### src/rtl/ov7670_ctrl_pkg.sv
// Shared types and the default OV7670 register table for the camera sequencer.
// The table sets up RGB565 output at QVGA; a COM7 soft reset goes out first.
package ov7670_ctrl_pkg;

  typedef enum logic [2:0] {
    RESET_WAIT    = 3'd0,
    IDLE          = 3'd1,
    CFG_ISSUE     = 3'd2,
    CFG_ACK       = 3'd3,
    CFG_DONE_WAIT = 3'd4,
    CAP_SYNC      = 3'd5,
    CAP_RUN       = 3'd6,
    CAP_DONE      = 3'd7
  } ctrl_state_e;

  typedef struct packed {
    logic [7:0]  addr;
    logic [7:0]  data;
    logic [31:0] delay;
  } cfg_entry_t;

  localparam logic [7:0] DELAY_ONLY_ADDR = 8'hFF;
  localparam int         CFG_TABLE_LEN   = 16;

  // Entry 1 lets the sensor settle after the COM7 soft reset
  localparam cfg_entry_t CFG_TABLE [CFG_TABLE_LEN] = '{
    '{8'h12, 8'h80, 32'd0},
    '{8'hFF, 8'h00, 32'd50},
    '{8'h12, 8'h14, 32'd0},
    '{8'h40, 8'hD0, 32'd0},
    '{8'h8C, 8'h00, 32'd0},
    '{8'h11, 8'h01, 32'd10},
    '{8'h0C, 8'h04, 32'd0},
    '{8'h3E, 8'h19, 32'd0},
    '{8'h70, 8'h3A, 32'd0},
    '{8'h71, 8'h35, 32'd0},
    '{8'h72, 8'h11, 32'd0},
    '{8'h73, 8'hF1, 32'd0},
    '{8'hA2, 8'h02, 32'd0},
    '{8'h3A, 8'h04, 32'd0},
    '{8'h13, 8'hE7, 32'd0},
    '{8'h32, 8'h80, 32'd0}
  };

  // Indices past the table read as zero-length delay entries, i.e. no-ops
  function automatic cfg_entry_t cfg_lookup(input logic [7:0] idx);
    cfg_entry_t entry;
    if (idx < 8'(CFG_TABLE_LEN)) begin
      entry = CFG_TABLE[idx[3:0]];
    end else begin
      entry = '{addr: DELAY_ONLY_ADDR, data: 8'h00, delay: 32'd0};
    end
    return entry;
  endfunction

endpackage

### src/rtl/ov7670_cfg_rom.sv
// Configuration table ROM with a registered read port (one cycle latency).
module ov7670_cfg_rom
  import ov7670_ctrl_pkg::*;
(
  input  logic        clk,
  input  logic        resetn,
  input  logic [7:0]  idx,
  output logic [47:0] entry
);

  // Registered table read
  always_ff @(posedge clk or negedge resetn) begin
    if (!resetn) begin
      entry <= 48'd0;
    end else begin
      entry <= cfg_lookup(idx);
    end
  end

endmodule

### src/rtl/ov7670_ctrl.sv
// OV7670 subsystem sequencer: walks the register table over I2C, then schedules
// single-shot or continuous frame captures aligned to the camera VSYNC trigger.
module ov7670_ctrl
  import ov7670_ctrl_pkg::*;
#(
  parameter int NUM_REGS      = 64,
  parameter int ACK_TIMEOUT   = 1024,
  parameter int VSYNC_TIMEOUT = 2_000_000,
  parameter int AUTO_CFG      = 1
) (
  input  logic        clk,
  input  logic        resetn,
  input  logic        cfg_req_i,
  input  logic        cap_req_i,
  input  logic        cont_i,
  output logic        i2c_start_en_o,
  output logic [7:0]  i2c_addr_o,
  output logic [7:0]  i2c_data_o,
  output logic [31:0] delay_o,
  input  logic        i2c_ready_i,
  output logic        pxl_start_en_o,
  input  logic        pxl_idle_i,
  input  logic        cam_vsync_trig_i,
  output logic        cont_read_o,
  output logic        cfg_done_o,
  output logic        busy_o,
  output logic        frame_done_o,
  output logic [15:0] frame_cnt_o,
  output logic        err_o,
  output logic [2:0]  state_o
);

  localparam logic [7:0]  LAST_IDX  = 8'(NUM_REGS - 1);
  localparam logic [31:0] ACK_TMO   = 32'(ACK_TIMEOUT);
  localparam logic [31:0] VSYNC_TMO = 32'(VSYNC_TIMEOUT);

  ctrl_state_e state_r;
  logic [7:0]  idx_r;
  logic [31:0] wait_cnt_r;
  logic        rd_wait_r;
  logic        seen_low_r;
  logic        cfg_pend_r;
  logic        cap_pend_r;
  logic [47:0] rom_data_s;
  cfg_entry_t  rom_q_s;
  logic        cfg_want_s;
  logic        cap_want_s;
  logic        ack_tmo_s;
  logic        vsync_tmo_s;
  logic        dly_done_s;
  logic        cfg_step_s;
  logic        tmo_s;

  ov7670_cfg_rom u_cfg_rom (
    .clk    (clk),
    .resetn (resetn),
    .idx    (idx_r),
    .entry  (rom_data_s)
  );

  assign rom_q_s     = rom_data_s;
  assign cfg_want_s  = cfg_req_i | cfg_pend_r;
  assign cap_want_s  = cap_req_i | cap_pend_r;
  assign ack_tmo_s   = (wait_cnt_r >= ACK_TMO);
  assign vsync_tmo_s = (wait_cnt_r >= VSYNC_TMO);
  assign dly_done_s  = ((wait_cnt_r + 32'd1) >= rom_q_s.delay);
  assign state_o     = state_r;

  // Table-step and timeout decisions; a success edge always beats expiry
  always_comb begin
    cfg_step_s = 1'b0;
    tmo_s      = 1'b0;
    case (state_r)
      CFG_ACK: begin
        cfg_step_s = seen_low_r & i2c_ready_i;
        tmo_s      = ack_tmo_s & (seen_low_r ? ~i2c_ready_i : i2c_ready_i);
      end
      CFG_DONE_WAIT: cfg_step_s = dly_done_s;
      CAP_SYNC:      tmo_s      = vsync_tmo_s & ~cam_vsync_trig_i;
      CAP_RUN:       tmo_s      = ack_tmo_s & (seen_low_r ? ~pxl_idle_i : pxl_idle_i);
      default: begin
        cfg_step_s = 1'b0;
        tmo_s      = 1'b0;
      end
    endcase
  end

  // Sequencer state, request latches and all registered outputs
  always_ff @(posedge clk or negedge resetn) begin
    if (!resetn) begin
      state_r        <= RESET_WAIT;
      idx_r          <= 8'd0;
      wait_cnt_r     <= 32'd0;
      rd_wait_r      <= 1'b0;
      seen_low_r     <= 1'b0;
      cfg_pend_r     <= 1'b0;
      cap_pend_r     <= 1'b0;
      i2c_start_en_o <= 1'b0;
      i2c_addr_o     <= 8'd0;
      i2c_data_o     <= 8'd0;
      delay_o        <= 32'd0;
      pxl_start_en_o <= 1'b0;
      cont_read_o    <= 1'b0;
      cfg_done_o     <= 1'b0;
      busy_o         <= 1'b0;
      frame_done_o   <= 1'b0;
      frame_cnt_o    <= 16'd0;
      err_o          <= 1'b0;
    end else begin
      i2c_start_en_o <= 1'b0;
      pxl_start_en_o <= 1'b0;
      frame_done_o   <= 1'b0;
      busy_o         <= (state_r != IDLE);
      wait_cnt_r     <= wait_cnt_r + 32'd1;
      if (cfg_req_i) cfg_pend_r <= 1'b1;
      if (cap_req_i) cap_pend_r <= 1'b1;

      case (state_r)
        RESET_WAIT: begin
          if (i2c_ready_i) begin
            if (AUTO_CFG != 0) begin
              state_r    <= CFG_ISSUE;
              idx_r      <= 8'd0;
              rd_wait_r  <= 1'b0;
              cfg_done_o <= 1'b0;
            end else begin
              state_r <= IDLE;
            end
          end
        end
        IDLE: begin
          if (cfg_want_s) begin
            cfg_pend_r <= 1'b0;
            err_o      <= 1'b0;
            state_r    <= CFG_ISSUE;
            idx_r      <= 8'd0;
            rd_wait_r  <= 1'b0;
            cfg_done_o <= 1'b0;
          end else if (cap_want_s || cont_i) begin
            cap_pend_r <= 1'b0;
            if (cfg_done_o) begin
              state_r     <= CAP_SYNC;
              cont_read_o <= cont_i;
              wait_cnt_r  <= 32'd0;
            end else begin
              err_o <= 1'b1;
            end
          end
        end
        // First cycle lets the ROM output catch up with idx_r
        CFG_ISSUE: begin
          if (!rd_wait_r) begin
            rd_wait_r <= 1'b1;
          end else begin
            rd_wait_r  <= 1'b0;
            wait_cnt_r <= 32'd0;
            if (rom_q_s.addr == DELAY_ONLY_ADDR) begin
              state_r <= CFG_DONE_WAIT;
            end else begin
              i2c_addr_o     <= rom_q_s.addr;
              i2c_data_o     <= rom_q_s.data;
              delay_o        <= rom_q_s.delay;
              i2c_start_en_o <= 1'b1;
              seen_low_r     <= 1'b0;
              state_r        <= CFG_ACK;
            end
          end
        end
        CFG_ACK: begin
          if (!seen_low_r && !i2c_ready_i) begin
            seen_low_r <= 1'b1;
            wait_cnt_r <= 32'd0;
          end
        end
        CFG_DONE_WAIT: begin
          seen_low_r <= 1'b0;
        end
        CAP_SYNC: begin
          if (cam_vsync_trig_i) begin
            pxl_start_en_o <= 1'b1;
            seen_low_r     <= 1'b0;
            wait_cnt_r     <= 32'd0;
            state_r        <= CAP_RUN;
          end
        end
        CAP_RUN: begin
          if (!seen_low_r) begin
            if (!pxl_idle_i) begin
              seen_low_r <= 1'b1;
              wait_cnt_r <= 32'd0;
            end
          end else if (pxl_idle_i) begin
            state_r <= CAP_DONE;
          end
        end
        CAP_DONE: begin
          frame_done_o <= 1'b1;
          frame_cnt_o  <= frame_cnt_o + 16'd1;
          if (cont_i && !cfg_want_s) begin
            state_r    <= CAP_SYNC;
            wait_cnt_r <= 32'd0;
          end else begin
            cont_read_o <= 1'b0;
            state_r     <= IDLE;
          end
        end
        default: state_r <= IDLE;
      endcase

      if (cfg_step_s) begin
        if (idx_r == LAST_IDX) begin
          idx_r      <= 8'd0;
          cfg_done_o <= 1'b1;
          state_r    <= IDLE;
        end else begin
          idx_r     <= idx_r + 8'd1;
          rd_wait_r <= 1'b0;
          state_r   <= CFG_ISSUE;
        end
      end

      if (tmo_s) begin
        err_o       <= 1'b1;
        cont_read_o <= 1'b0;
        state_r     <= IDLE;
        if (state_r == CFG_ACK) begin
          cfg_done_o <= 1'b0;
          idx_r      <= 8'd0;
        end
      end
    end
  end

endmodule

### config.mk
export PLATFORM = sky130hd
export DESIGN_NAME = ov7670_ctrl
export DESIGN_NICKNAME = d
export VERILOG_FILES = /design/src/rtl/ov7670_ctrl_pkg.sv /design/src/rtl/ov7670_cfg_rom.sv /design/src/rtl/ov7670_ctrl.sv
export SDC_FILE = /design/constraint.sdc
export NUM_CORES = 1
export LEC_CHECK = 0
export CAP_MARGIN = 20
export CORE_ASPECT_RATIO = 1.1
export CORE_UTILIZATION = 44
export CTS_BUF_LIST = sky130_fd_sc_hd__clkbuf_8
export DETAILED_ROUTE_END_ITERATION = 10
export PLACE_DENSITY = 0.66
export SKIP_LAST_GASP = 1
export SYNTH_ARGS = -nofsm -noshare
export SYNTH_HDL_FRONTEND = slang
export SYNTH_SLANG_ARGS = --single-unit
### constraint.sdc
create_clock -name clk -period 3 [get_ports clk]
set_input_delay 0.6 -clock clk [delete_from_list [all_inputs] [get_ports clk]]
set_output_delay 0.6 -clock clk [all_outputs]
set_load 0.01 [all_outputs]
==> impl_metrics.xml, run 1 <==
<?xml version="1.0" encoding="UTF-8"?>
<metrics>
  <group name="layout">
    <metric name="fillCellCount" unit="">1193</metric>
    <metric name="fraction_of_final_layout_cells_sized_beyond_drive_strength_1" unit="%">17.3</metric>
    <metric name="ant_diodes" unit="">0</metric>
    <metric name="utilization" unit="%">56.7</metric>
    <metric name="layout.nets" unit="">807</metric>
    <metric name="final_cell_mix" unit="">107 x nand2_1, 106 x dfrtp_1, 73 x nor2_1, 73 x buf_4, 52 x clkdlybuf4s50_1</metric>
    <metric name="layout_commonest_cell" unit="">nand2_1</metric>
    <metric name="flow.area_growth_from_synthesis" unit="%">23.9</metric>
    <metric name="finish.cell_count_without_fillers" unit="">970</metric>
  </group>
  <group name="cts">
    <metric name="cts_hold_buf" unit="">0</metric>
    <metric name="cts_root_buf" unit="">clkbuf_8</metric>
    <metric name="path_clk_slew" unit="ps">110</metric>
    <metric name="cts_htree_levels" unit="">3</metric>
    <metric name="number_of_cts_inserted_buffers" unit="">9</metric>
    <metric name="cts-root-to-sink-buffers" unit="">2</metric>
    <metric name="clock_sink_count" unit="">108</metric>
    <metric name="worst_skew_pair.late_latency" unit="ps">390</metric>
    <metric name="cts_tree" unit="">built</metric>
  </group>
  <group name="die">
    <metric name="die_y" unit="µm">126</metric>
    <metric name="fp.coreArea" unit="µm²">13400</metric>
    <metric name="initial_core_util" unit="%">45.8</metric>
    <metric name="dieWidth" unit="µm">114</metric>
    <metric name="core.rowCount" unit="">44</metric>
    <metric name="die-area" unit="µm²">14400</metric>
    <metric name="io_pins" unit="">82</metric>
  </group>
  <group name="yosys">
    <metric name="yosysSeqAreaShare" unit="%">44.2</metric>
    <metric name="synth_top_family_by_area" unit="">simple AND/OR/NAND/NOR gates</metric>
    <metric name="synthAdderAreaFrac" unit="%">3.68</metric>
    <metric name="ys_ff_latch" unit="">108</metric>
    <metric name="yosys-mux-area-fraction" unit="%">2.94</metric>
    <metric name="post_synth_xor_area_fraction" unit="%">7.58</metric>
    <metric name="number_of_enable_type_register_cells_in_the_synthesized_netlist" unit="">0</metric>
    <metric name="postSynthCellCount" unit="">680</metric>
    <metric name="postSynth.topFlopCell" unit="">dfrtp_1</metric>
    <metric name="synth_cell_type_count" unit="">71</metric>
    <metric name="synth-compound-area-share" unit="%">9.12</metric>
    <metric name="synth-warning-count" unit="">0</metric>
    <metric name="postSynthAreaPerCell" unit="µm²">9.00</metric>
    <metric name="synth_simple_gate_area_share" unit="%">25.1</metric>
    <metric name="synth.cell_area" unit="µm²">6120</metric>
    <metric name="async_reset_ff_share" unit="%">100</metric>
  </group>
  <group name="power_and_ir_drop">
    <metric name="switchingPower" unit="mW">1.72</metric>
    <metric name="power_density" unit="nW/µm²">612</metric>
    <metric name="comb_power_share" unit="%">38.4</metric>
    <metric name="sw_frac_of_total" unit="%">37.1</metric>
    <metric name="power.sequential.fraction" unit="%">41.3</metric>
    <metric name="power.internal" unit="mW">2.92</metric>
    <metric name="power" unit="mW">4.64</metric>
    <metric name="p_clk_share" unit="%">20.3</metric>
    <metric name="p_leak" unit="nW">3.42</metric>
    <metric name="power.ir.vdd_worst" unit="µV">357</metric>
  </group>
  <group name="timing">
    <metric name="min_period" unit="ps">3050</metric>
    <metric name="measured_slew_at_the_worst_slew_check_pin" unit="ps">836</metric>
    <metric name="fmaxAchievable" unit="GHz">0.328</metric>
    <metric name="worst_hold_slack" unit="ps">251</metric>
    <metric name="timing.final.hold_violations" unit="">0</metric>
    <metric name="fin_worst_skew" unit="ps">12.8</metric>
    <metric name="ratio_of_final_minimum_period_to_clock_period" unit="%">102</metric>
    <metric name="fin_tns_setup" unit="ps">-112</metric>
    <metric name="rsz0062_at_grt" unit="">true</metric>
    <metric name="worst_slack" unit="ps">-48.4</metric>
    <metric name="timing.final.max_slew_violations" unit="">0</metric>
    <metric name="final-setup-viol-count" unit="">5</metric>
    <metric name="worst_slew_margin_rel" unit="%">44.3</metric>
  </group>
  <group name="routing">
    <metric name="drtPass1Iterations" unit="">4</metric>
    <metric name="detail_route.vias_per_cell" unit="">5.22</metric>
    <metric name="route.antenna.remaining_nets" unit="">0</metric>
    <metric name="routedWlPerCell" unit="µm">14.2</metric>
    <metric name="drt-initial-drc-count" unit="">193</metric>
    <metric name="detailroute.via_count" unit="">5065</metric>
    <metric name="drt-total-wl" unit="µm">13800</metric>
    <metric name="post-route-drc-count" unit="">0</metric>
  </group>
  <group name="global_route">
    <metric name="first_global_vias" unit="">4831</metric>
    <metric name="antenna_found_initial" unit="">0</metric>
    <metric name="grt-ovfl-total" unit="">0</metric>
    <metric name="grt_util_met2" unit="%">33.3</metric>
    <metric name="top_usage_layer" unit="">met2</metric>
    <metric name="global_route.usage.met3" unit="%">3.56</metric>
    <metric name="total_global_route_track_usage" unit="%">20.0</metric>
    <metric name="grt_pass1_wl" unit="µm">23000</metric>
    <metric name="grt_max_degree" unit="">56</metric>
    <metric name="grt_use_met1" unit="%">26.2</metric>
  </group>
  <group name="worst_hold_path">
    <metric name="worstHoldPathType" unit="">in -&gt; async</metric>
  </group>
  <group name="flow_run">
    <metric name="max_cap_viols" unit="">0</metric>
  </group>
  <group name="setup_path">
    <metric name="worst-setup-path-type" unit="">reg -&gt; reg</metric>
    <metric name="crit_slowest_cell" unit="">or4_4</metric>
    <metric name="worstPathCellList" unit="">ha_4, nand4_1, or3_4, nor3_2, a21oi_1, or4_1, or4_4, o21a_4, and4_4, mux2_4</metric>
    <metric name="crit_arrival" unit="ps">3330</metric>
    <metric name="critical_path.max_fanout" unit="">5</metric>
    <metric name="worstPathRequired" unit="ps">3280</metric>
    <metric name="critical_path_source_type" unit="">flop</metric>
    <metric name="setup.reg_to_reg.worst_slack" unit="ps">-50</metric>
    <metric name="worstSetupEndpointType" unit="">flop</metric>
    <metric name="critical_path.max_stage_delay" unit="ps">520</metric>
  </group>
  <group name="placement">
    <metric name="port_buffers" unit="">53</metric>
    <metric name="place_inst" unit="">950</metric>
    <metric name="place_hpwl" unit="µm">10100</metric>
    <metric name="gpl.final_weighted_congestion" unit="">0.869</metric>
  </group>
  <group name="run_status">
    <metric name="outcome" unit="">finished with violations</metric>
    <metric name="failed_checks" unit="">setup timing</metric>
  </group>
</metrics>
==> cell type report <==
type	count	area [µm²]	share of cell area [%]
flip-flops and latches	108	2710	35.7
inverters	19	71.3	0.940
multi-input cells	514	3210	42.4
clock inverters	7	92.6	1.22
repair buffers	129	1150	15.1
well taps	184	230	3.04
clock buffers	9	124	1.63
==> registers in the layout, indices dropped and copies added (netlist names), 3 cells and up <==
signal,count
state_o,3
i2c_addr_o,8
frame_cnt_o,16
i2c_data_o,8
idx_r,8
delay_o,3
u_cfg_rom.entry,19
wait_cnt_r,32
==> per-stage QoR <==
stage | area [µm²] | setup WS [ps]
2_1_floorplan | 6230 | 22.9
3_3_place_gp | 7180 | -96.2
3_5_place_dp | 7180 | -181
4_1_cts | 7460 | -54.9
5_1_grt | 7580 | -154
6_report | 7580 | -48.4
==> worst max-delay path, delay by kind of cell, from the launching register on <==
| kind | cells | cell delay (ps) |
|---|---|---|
| adders and majority gates | 1 | 160 |
| muxes | 1 | 290 |
| AOI/OAI and AO/OA | 2 | 290 |
| and+or+nand+nor | 6 | 1740 |
| DFF | 1 | 460 |
==> synthesized netlist by cell type (4+ instances only) <==
cell | count | area, µm²
nand2_1 | 109 | 409
dfrtp_1 | 108 | 2700
nor2_1 | 74 | 278
xnor2_1 | 34 | 298
buf_4 | 30 | 225
a21oi_1 | 23 | 115
clkbuf_1 | 23 | 86.3
nand3_1 | 20 | 100
o21ai_0 | 20 | 100
nand4_1 | 19 | 119
xor2_1 | 19 | 166
ha_1 | 18 | 225
inv_1 | 18 | 67.6
nor3_1 | 15 | 75.1
mux2i_1 | 12 | 120
nor4_1 | 12 | 75.1
and3_1 | 8 | 50.1
nor2b_1 | 7 | 43.8
a31oi_1 | 6 | 37.5
buf_1 | 6 | 22.5
nand3b_1 | 6 | 45.0
a211oi_1 | 5 | 37.5
buf_2 | 5 | 25.0
nand2b_1 | 5 | 31.3
o211ai_1 | 5 | 37.5
or4_1 | 5 | 37.5
and2_1 | 4 | 25.0
or3_1 | 4 | 25.0
==> repair_timing <==
item,in CTS,in global routing
hold endpoints to repair,0,0
endpoints found under the setup margin,12,13
pin swaps,9,7
cloned,0,1
gates resized for setup,10,19
buffers inserted,2,1
==> power groups by stage <==
stage               Sequential (mW)  Combinational, mW  Clock (mW)
detailed placement             1.94               1.68           0
finish                         1.92               1.78       0.942
global placement               1.92               1.66           0
global route                   1.95               1.98        1.04
CTS                            1.91               1.72       0.974
floorplan                      1.94               1.03           0
==> logic make-up (layout without fill, tap and decap cells) <==
logic type      Yosys count  in the layout
compound gates           86             86
xor+xnor                 53             53
fa+ha+maj                18             18
buf+inv                  85            164
flops                   108            108
mux                      17             17
other cells               1             28
simple gates            312            312
==> worst paths after layout <==
kind,from,endpoint,cells past startpoint
worst max-delay path,wait_cnt_r[0],idx_r[7],10
worst min-delay path,resetn,frame_cnt_o[6],1
worst max register to register,wait_cnt_r[0],idx_r[7],10
worst min register to register,u_cfg_rom.entry[36],i2c_data_o[4],2
max in group asynchronous,resetn,idx_r[0],2
min in group clk,u_cfg_rom.entry[36],i2c_data_o[4],2
==> routing by layer <==
layer | wire length [µm] | vias to the layer above | part of all wire (%)
met2 | 7070 | 75 | 51
met4 | 260 | 0 | 1.9
li1 | - | 2480 | -
met5 | 0 | - | 0
met3 | 375 | 22 | 2.7
met1 | 6110 | 2488 | 44
(Power assumes the default switching activity.)
==> run 2: changes to the inputs <==
--- a/config.mk
+++ b/config.mk
@@ -9,6 +9,7 @@
 export CORE_ASPECT_RATIO = 1.1
 export CORE_UTILIZATION = 44
 export CTS_BUF_LIST = sky130_fd_sc_hd__clkbuf_8
+export CTS_CLUSTER_DIAMETER = 80
 export DETAILED_ROUTE_END_ITERATION = 10
 export PLACE_DENSITY = 0.66
 export SKIP_LAST_GASP = 1
==> results of run 2 <==
The final DEF is identical to that of run 1; final timing and power are the same.
==> run 3: changes to the inputs <==
--- a/config.mk
+++ b/config.mk
@@ -12,6 +12,7 @@
 export CTS_CLUSTER_DIAMETER = 80
 export DETAILED_ROUTE_END_ITERATION = 10
 export PLACE_DENSITY = 0.66
+export SKIP_CTS_REPAIR_TIMING = 1
 export SKIP_LAST_GASP = 1
 export SYNTH_ARGS = -nofsm -noshare
 export SYNTH_HDL_FRONTEND = slang
==> run 3 against run 2 <==
Net effect:
- the flow still finishes with violations (setup timing)
- die area unchanged
- first-iteration DRC count up 16%
- sequential share of layout area up 0.43 points
- design area down 1.2%
- clock-buffer cell count unchanged
- critical endpoint unchanged
- largest power group unchanged
- highest routed layer unchanged
==> impl_metrics.xml, run 3 (synthesized netlist as in run 1, its figures left out) <==
<?xml version="1.0" encoding="UTF-8"?>
<metrics>
  <group name="timing">
    <metric name="final-setup-viol-count" unit="">8</metric>
    <metric name="min_period" unit="ps">3100</metric>
    <metric name="worst_slack" unit="ps">-105</metric>
    <metric name="timing.final.hold_violations" unit="">0</metric>
    <metric name="timing.final.max_slew_violations" unit="">0</metric>
    <metric name="fin_worst_skew" unit="ps">13.0</metric>
    <metric name="fmaxAchievable" unit="GHz">0.322</metric>
    <metric name="ratio_of_final_minimum_period_to_clock_period" unit="%">103</metric>
    <metric name="worst_slew_margin_rel" unit="%">44.7</metric>
    <metric name="measured_slew_at_the_worst_slew_check_pin" unit="ps">830</metric>
    <metric name="rsz0062_at_grt" unit="">true</metric>
  </group>
  <group name="routing">
    <metric name="drtPass1Iterations" unit="">4</metric>
    <metric name="drt-initial-drc-count" unit="">223</metric>
    <metric name="route.antenna.remaining_nets" unit="">0</metric>
    <metric name="drt-total-wl" unit="µm">13700</metric>
    <metric name="detail_route.vias_per_cell" unit="">5.22</metric>
    <metric name="detailroute.via_count" unit="">5046</metric>
    <metric name="routedWlPerCell" unit="µm">14.1</metric>
    <metric name="post-route-drc-count" unit="">0</metric>
  </group>
  <group name="layout">
    <metric name="layout_commonest_cell" unit="">nand2_1</metric>
    <metric name="fraction_of_final_layout_cells_sized_beyond_drive_strength_1" unit="%">16.0</metric>
    <metric name="layout.nets" unit="">803</metric>
    <metric name="flow.area_growth_from_synthesis" unit="%">22.4</metric>
    <metric name="utilization" unit="%">56.0</metric>
    <metric name="final_cell_mix" unit="">108 x nand2_1, 106 x dfrtp_1, 73 x nor2_1</metric>
    <metric name="ant_diodes" unit="">0</metric>
    <metric name="top_register" unit="">wait_cnt_r</metric>
    <metric name="largest_register_ff_count" unit="">32</metric>
    <metric name="reg.largest.list" unit="">wait_cnt_r (32), u_cfg_rom.entry (19), frame_cnt_o (16)</metric>
  </group>
  <group name="power_and_ir_drop">
    <metric name="p_leak" unit="nW">3.40</metric>
    <metric name="power.ir.vdd_worst" unit="µV">361</metric>
    <metric name="power_density" unit="nW/µm²">614</metric>
    <metric name="power" unit="mW">4.60</metric>
  </group>
  <group name="setup_path">
    <metric name="worstPathCellList" unit="">ha_4, nand4_1, or3_4, nor3_2, a21oi_1, or4_1, or4_4, o21a_4, and4_4, mux2_4</metric>
    <metric name="critical_path.reg2reg.endpoint" unit="">idx_r[7]</metric>
    <metric name="crit_arrival" unit="ps">3390</metric>
    <metric name="worstSetupStartpoint" unit="">wait_cnt_r[0]</metric>
    <metric name="worstSetupEndpointType" unit="">flop</metric>
    <metric name="setup.reg_to_reg.worst_slack" unit="ps">-100</metric>
    <metric name="worstPathRequired" unit="ps">3280</metric>
    <metric name="worstReg2RegStart" unit="">wait_cnt_r[0]</metric>
    <metric name="r2r.worst_path.cells" unit="">10</metric>
    <metric name="worst-setup-path-type" unit="">reg -&gt; reg</metric>
    <metric name="critical_path.max_fanout" unit="">5</metric>
    <metric name="critical_path_source_type" unit="">flop</metric>
    <metric name="crit_slowest_cell" unit="">or4_4</metric>
    <metric name="critical_path.max_stage_delay" unit="ps">520</metric>
  </group>
  <group name="placement">
    <metric name="place_hpwl" unit="µm">10100</metric>
    <metric name="gpl.final_weighted_congestion" unit="">0.869</metric>
    <metric name="port_buffers" unit="">53</metric>
    <metric name="dpl_ws" unit="ps">-181</metric>
  </group>
  <group name="run_status">
    <metric name="failed_checks" unit="">setup timing</metric>
    <metric name="outcome" unit="">finished with violations</metric>
  </group>
  <group name="die">
    <metric name="dieWidth" unit="µm">114</metric>
    <metric name="initial_core_util" unit="%">45.8</metric>
    <metric name="die-area" unit="µm²">14400</metric>
    <metric name="fp.coreArea" unit="µm²">13400</metric>
    <metric name="die_y" unit="µm">126</metric>
    <metric name="core.rowCount" unit="">44</metric>
    <metric name="io_pins" unit="">82</metric>
  </group>
  <group name="cts">
    <metric name="path_clk_slew" unit="ps">110</metric>
    <metric name="number_of_cts_inserted_buffers" unit="">9</metric>
    <metric name="cts_root_buf" unit="">clkbuf_8</metric>
    <metric name="cts_tree" unit="">built</metric>
    <metric name="cts_htree_levels" unit="">3</metric>
    <metric name="worst_skew_pair.late_latency" unit="ps">390</metric>
    <metric name="clock_sink_count" unit="">108</metric>
    <metric name="cts-root-to-sink-buffers" unit="">2</metric>
  </group>
  <group name="global_route">
    <metric name="antenna_found_initial" unit="">0</metric>
    <metric name="first_global_vias" unit="">4814</metric>
    <metric name="grt_pass1_wl" unit="µm">22900</metric>
    <metric name="grt-ovfl-total" unit="">0</metric>
    <metric name="grt_max_degree" unit="">56</metric>
    <metric name="total_global_route_track_usage" unit="%">19.9</metric>
  </group>
  <group name="worst_hold_path">
    <metric name="worstHoldPathType" unit="">in -&gt; async</metric>
  </group>
  <group name="flow_run">
    <metric name="max_cap_viols" unit="">0</metric>
  </group>
</metrics>
-- run 3: metal layers --
| layer | vias to the layer above | routed length [µm] | global-route usage (%) |
|---|---|---|---|
| li1 | 2474 | - | - |
| met1 | 2473 | 6090 | 26.2 |
| met2 | 79 | 6920 | 33.0 |
| met3 | 20 | 403 | 3.56 |
| met4 | 0 | 250 | 6.88 |
| met5 | - | 0 | 0 |
-- run 3: worst max-delay path, delay by kind of cell (launching register included) --
| kind | cells | cell delay (ps) |
|---|---|---|
| simple gates | 6 | 1790 |
| flops | 1 | 450 |
| compound gates | 2 | 310 |
| mux | 1 | 290 |
| fa+ha+maj | 1 | 170 |
-- run 3: power breakdown --
| part | total, mW | internal [mW] | switching [mW] |
|---|---|---|---|
| Combinational | 1.74 | 0.784 | 0.958 |
| Clock | 0.945 | 0.406 | 0.539 |
| Sequential | 1.92 | 1.70 | 0.212 |
-- run 3: worst max-delay path by stage --
stage	endpoint	slack, ps	cells after the start
floorplan	idx_r[7]	20	10
finish	idx_r[7]	-100	10
CTS	idx_r[3]	-240	12
detailed placement	idx_r[3]	-180	12
global placement	idx_r[7]	-100	11
global route	idx_r[2]	-230	14
-- run 3: cell type report --
cell class	instances	area, µm²
Fill cell	1206	5880
Multi-Input combinational cell	514	3170
Sequential cell	108	2710
Timing Repair Buffer	125	1100
Tap cell	184	230
Clock buffer	9	124
Clock inverter	7	92.6
Inverter	19	71.3
-- run 3: through the flow --
step | cells | TNS [ps] | area [µm²] | hold WS [ps]
3_5_place_dp | 950 | -1090 | 7180 | 425
6_report | 966 | -372 | 7490 | 254
5_1_grt | 966 | -1790 | 7490 | 288
4_1_cts | 966 | -1590 | 7400 | 259
2_1_floorplan | 707 | 0 | 6230 | 304
3_3_place_gp | 950 | -442 | 7180 | 425
